$ cat config.mk
export PLATFORM = sky130hd
export DESIGN_NAME = alu_arbiter
export DESIGN_NICKNAME = d
export VERILOG_FILES = /design/src/rtl/alu_arbiter.sv
export SDC_FILE = /design/constraint.sdc
export NUM_CORES = 1
export LEC_CHECK = 0
export ABC_AREA = 1
export ABC_CLOCK_PERIOD_IN_PS = 2500
export CAP_MARGIN = 20
export CORE_AREA = 2 2 159 161
export DETAILED_ROUTE_END_ITERATION = 8
export DIE_AREA = 0 0 161 163
export PLACE_DENSITY = 0.72
export SETUP_SLACK_MARGIN = 0.5
export SLEW_MARGIN = 30
export SYNTH_ARGS = -nofsm -noshare
export SYNTH_HDL_FRONTEND = slang
export SYNTH_SLANG_ARGS = --single-unit
$ cat constraint.sdc
create_clock -name clk -period 2.5 [get_ports clk]
set_input_delay 0.625 -clock clk [delete_from_list [all_inputs] [get_ports clk]]
set_output_delay 0.625 -clock clk [all_outputs]
set_load 0.01 [all_outputs]
$ cat src/rtl/alu_arbiter.sv
// Round-robin two-requester sequencer for a shared registered ALU.
// Response ALU_LAT+1 edges after accept (illegal code: next edge); held until rsp_ready.
module alu_arbiter #(
  parameter int W       = 48,
  parameter int ALU_LAT = 1
) (
  input  logic         clk,
  input  logic         rst_n,
  input  logic         req0_valid,
  output logic         req0_ready,
  input  logic [W-1:0] req0_a,
  input  logic [W-1:0] req0_b,
  input  logic [3:0]   req0_ctrl,
  input  logic         req1_valid,
  output logic         req1_ready,
  input  logic [W-1:0] req1_a,
  input  logic [W-1:0] req1_b,
  input  logic [3:0]   req1_ctrl,
  output logic         rsp_valid,
  input  logic         rsp_ready,
  output logic         rsp_id,
  output logic [W-1:0] rsp_result,
  output logic         rsp_zero,
  output logic         rsp_err,
  output logic [W-1:0] alu_a,
  output logic [W-1:0] alu_b,
  output logic [3:0]   alu_ctrl,
  input  logic [W-1:0] alu_result,
  input  logic         alu_zero
);
  typedef enum logic [1:0] {IDLE, EXEC, RESP} state_t;
  localparam logic [1:0] LAT_INIT = 2'(ALU_LAT);

  state_t       state;
  logic [1:0]   lat_cnt;
  logic         last_grant;
  logic         any_req;
  logic         gnt_id;
  logic [W-1:0] sel_a;
  logic [W-1:0] sel_b;
  logic [3:0]   sel_ctrl;
  logic         sel_legal;

  always_comb begin
    any_req  = req0_valid | req1_valid;
    gnt_id   = (req0_valid && req1_valid) ? ~last_grant : req1_valid;
    sel_a    = gnt_id ? req1_a    : req0_a;
    sel_b    = gnt_id ? req1_b    : req0_b;
    sel_ctrl = gnt_id ? req1_ctrl : req0_ctrl;
    case (sel_ctrl)
      4'h0, 4'h1, 4'h2, 4'h6, 4'h7, 4'hC: sel_legal = 1'b1;
      default:                            sel_legal = 1'b0;
    endcase
  end

  assign req0_ready = (state == IDLE) && any_req && !gnt_id;
  assign req1_ready = (state == IDLE) && any_req && gnt_id;

  always_ff @(posedge clk or negedge rst_n) begin
    if (!rst_n) begin
      state      <= IDLE;
      lat_cnt    <= 2'd0;
      last_grant <= 1'b1;
      rsp_valid  <= 1'b0;
      rsp_id     <= 1'b0;
      rsp_result <= '0;
      rsp_zero   <= 1'b0;
      rsp_err    <= 1'b0;
      alu_a      <= '0;
      alu_b      <= '0;
      alu_ctrl   <= 4'h0;
    end else begin
      case (state)
        IDLE: begin
          if (any_req) begin
            last_grant <= gnt_id;
            rsp_id     <= gnt_id;
            if (sel_legal) begin
              alu_a    <= sel_a;
              alu_b    <= sel_b;
              alu_ctrl <= sel_ctrl;
              lat_cnt  <= LAT_INIT;
              state    <= EXEC;
            end else begin
              // Illegal code bypasses the ALU so its inputs stay untouched.
              rsp_err    <= 1'b1;
              rsp_result <= '0;
              rsp_zero   <= 1'b0;
              rsp_valid  <= 1'b1;
              state      <= RESP;
            end
          end
        end
        EXEC: begin
          if (lat_cnt == 2'd0) begin
            rsp_result <= alu_result;
            rsp_zero   <= alu_zero;
            rsp_err    <= 1'b0;
            rsp_valid  <= 1'b1;
            state      <= RESP;
          end else begin
            lat_cnt <= lat_cnt - 2'd1;
          end
        end
        RESP: begin
          if (rsp_ready) begin
            rsp_valid <= 1'b0;
            state     <= IDLE;
          end
        end
        default: state <= IDLE;
      endcase
    end
  end
endmodule

==> flow_summary.json <==
{
  "status": "complete, no violations",
  "min_period_over_period": 0.8263,
  "clock_latency_ns": 0.43,
  "gr-usage-met1": 0.2488,
  "crit_buf_inv": 2,
  "antenna_left": 0,
  "setup_ws_ns": 0.4342,
  "top_usage_layer": "met2",
  "synthSimpleGateAreaFrac": 0.4240,
  "drive_gt1_frac": 0.1793,
  "path_cells": "nand2_4, nand2_4, inv_4, nor2_4, buf_6",
  "skew_ns": 0.009372,
  "ios": 408,
  "grt_pass1_wl_um": 42550,
  "critPathKind": "register to output port",
  "wl_per_cell_um": 17.29,
  "syn_area_per_cell_um2": 7.308,
  "synth_fa_ha_area_frac": 0.001641,
  "drc": 0,
  "htree_levels": 4,
  "fmax_mhz": 484.1,
  "floorplan.initialDensity": 0.3089,
  "fin_nets": 1737,
  "required_ns": 1.88,
  "synth_warnings": 0,
  "synth-xor-area-share": 0,
  "hold_buffers": 0,
  "final-setup-viol-count": 0,
  "slew_headroom": 0.5376,
  "antenna_found_initial": 0,
  "worstSetupStartpoint": "last_grant",
  "syn-num-nets": 1298,
  "power_w": 0.01507,
  "nFillCells": 2179,
  "area_growth_syn_to_layout_pct": 89.54,
  "crit_path_end": "req0_ready",
  "crit_fanout": 4,
  "routed_wl_um": 31550,
  "grt_pass1_vias": 8038,
  "die_area_um2": 26240,
  "syn_area_um2": 7622,
  "syn_inst": 1043,
  "cp-start-kind": "register",
  "gr-usage-met3": 0.05271,
  "path_depth": 5,
  "rows": 58,
  "p_leak_nw": 7.854,
  "cts_tree": "built",
  "clk_pin_slew_ns": 0.07,
  "clk_path_buf_depth": 2,
  "clk_root_buffer_cell": "clkbuf_16",
  "place.gp.congestion": 0.7979,
  "rsz0062_at_grt": "yes",
  "overflow": 0,
  "drtIter0Drc": 466,
  "ys_ff_latch": 157,
  "r2r_cells": 13,
  "final_util": 0.5855,
  "viasPerCell": 4.676,
  "seq_area_frac_synth": 0.5156,
  "r2r-end": "alu_a[28]",
  "grt.total_usage": 0.2051,
  "placeableCoreArea_um2": 24670,
  "cp_top_family": "flip-flops",
  "multi_input_area_um2": 3986,
  "fp.dieH_um": 163,
  "p_per_area_nw_per_um2": 1043,
  "cpMostUsedCell": "nand2_4",
  "seqCellArea_um2": 3930,
  "synth-compound-area-share": 0.001641,
  "cpPeakStageDelay_ns": 0.57,
  "cts_sinks": 157,
  "drv_cap": 0,
  "synth_top_family_by_area": "simple AND/OR/NAND/NOR gates",
  "synthMuxAreaShare": 0,
  "worst_pin_slew_ns": 0.6936,
  "hpwlAfterDp_um": 19010,
  "reg2reg_from": "last_grant",
  "n_antenna_cell": 0,
  "crit_path_end_kind": "output port",
  "dieWidth_um": 161,
  "min_path_type": "input port to asynchronous set/reset pin",
  "holdWs_ns": 0.06198,
  "timing.final.crit_period_ns": 2.066,
  "drv_slew": 0,
  "port-buffer-count": 407,
  "rrSetupSlack_ns": 0.45,
  "pre_cts_ws_ns": -0.2666,
  "worstPathArrival_ns": 1.44,
  "numCtsBuffers": 17,
  "dr.pass1.iters": 5,
  "met2_usage": 0.3601,
  "vdd_drop_max_mv": 0.5681,
  "cp_slowest_cell": "dfstp_2",
  "hold_violations": 0,
  "synth_cell_types": 19,
  "grt_max_degree": 69,
  "num_vias": 8533
}
-- cells by family (layout without fill, tap and decap cells) --
kind of cell / after synthesis / in the layout
and+or+nand+nor: 800 / 800
DFF: 157 / 157
buffers and inverters: 83 / 535
AOI/OAI and AO/OA: 2 / 2
adders and majority gates: 1 / 1
-- flip-flops by register name, summed over array words and instances, names as in the netlist --
name	count
alu_a	48
alu_b	48
rsp_result	48
alu_ctrl	4
lat_cnt	2
state	2
last_grant	1
rsp_err	1
rsp_id	1
rsp_valid	1
rsp_zero	1
-- synth_stat cells --
library cell | n | area share
a211oi_1 | 1 | 0.00099
buf_1 | 3 | 0.0015
buf_2 | 18 | 0.012
buf_4 | 5 | 0.0049
buf_6 | 11 | 0.016
clkbuf_1 | 31 | 0.015
dfrtp_1 | 156 | 0.51
dfstp_2 | 1 | 0.0034
ha_1 | 1 | 0.0016
inv_1 | 14 | 0.0069
inv_2 | 1 | 0.00049
nand2_1 | 627 | 0.31
nand2_2 | 2 | 0.0016
nand3_1 | 158 | 0.10
nand3b_1 | 2 | 0.0020
nand4_1 | 1 | 0.00082
nor2_1 | 9 | 0.0044
nor2_8 | 1 | 0.0026
o21ai_0 | 1 | 0.00066
-- placed cells by master, fill, tap and decap left out, types with 12 or more instances in the layout --
cell / n
nand2_1: 534
clkdlybuf4s50_1: 331
dfrtp_1: 156
nand3_1: 111
dlymetal6s2s_1: 57
nand2_2: 51
nand3_2: 45
nand2_4: 43
buf_4: 36
clkbuf_16: 33
buf_12: 16
dlygate4sd2_1: 16
inv_1: 12
-- power by group --
part | internal [W] | total (W) | switching [W]
registers | 0.00357 | 0.00426 | 0.000688
clock network | 0.00154 | 0.00277 | 0.00123
logic | 0.00404 | 0.00804 | 0.00400
total | 0.00915 | 0.0151 | 0.00592
-- cell type report --
cell class,instances,area share
multi-input combinational,803,0.2759
timing repair buffer,488,0.3764
sequential,157,0.2720
inverter,15,0.004157
clock inverter,15,0.01351
clock buffer,17,0.02944
tap,330,0.02858
-- layer usage --
metal	wire, um	part of all wire	up-vias
li1	-	-	4134
met1	13040	0.41	4029
met2	15650	0.50	320
met3	2088	0.066	50
met4	770	0.024	0
met5	0	0	-
-- what timing repair did --
action	CTS	global route
endpoints found under the hold margin	0	0
buffers inserted	12	11
pin swaps	7	88
gates cloned	4	22
endpoints found under the setup margin	170	211
resized for setup	42	261
-- per-stage QoR --
stage          TNS [ns]  cells  area (um2)
6_report              0   1825       14450
3_5_place_dp     -31.49   1744       12100
5_1_grt               0   1825       14450
3_3_place_gp     -27.29   1744       12100
4_1_cts               0   1792       12970
2_1_floorplan         0   1043        7626
-- worst min-delay path by stage --
stage / slack [ns] / endpoint / from
finish: 0.06 / rsp_result[42] / rst_n
global route: 0.06 / rsp_result[42] / rst_n
CTS: 0.05 / rsp_result[42] / rst_n
detailed placement: 0.46 / rsp_result[33] / rsp_result[33]
global placement: 0.45 / rsp_result[11] / rsp_result[11]
floorplan: 0.33 / alu_a[0] / rst_n
Power figures use the tool's default switching activity.
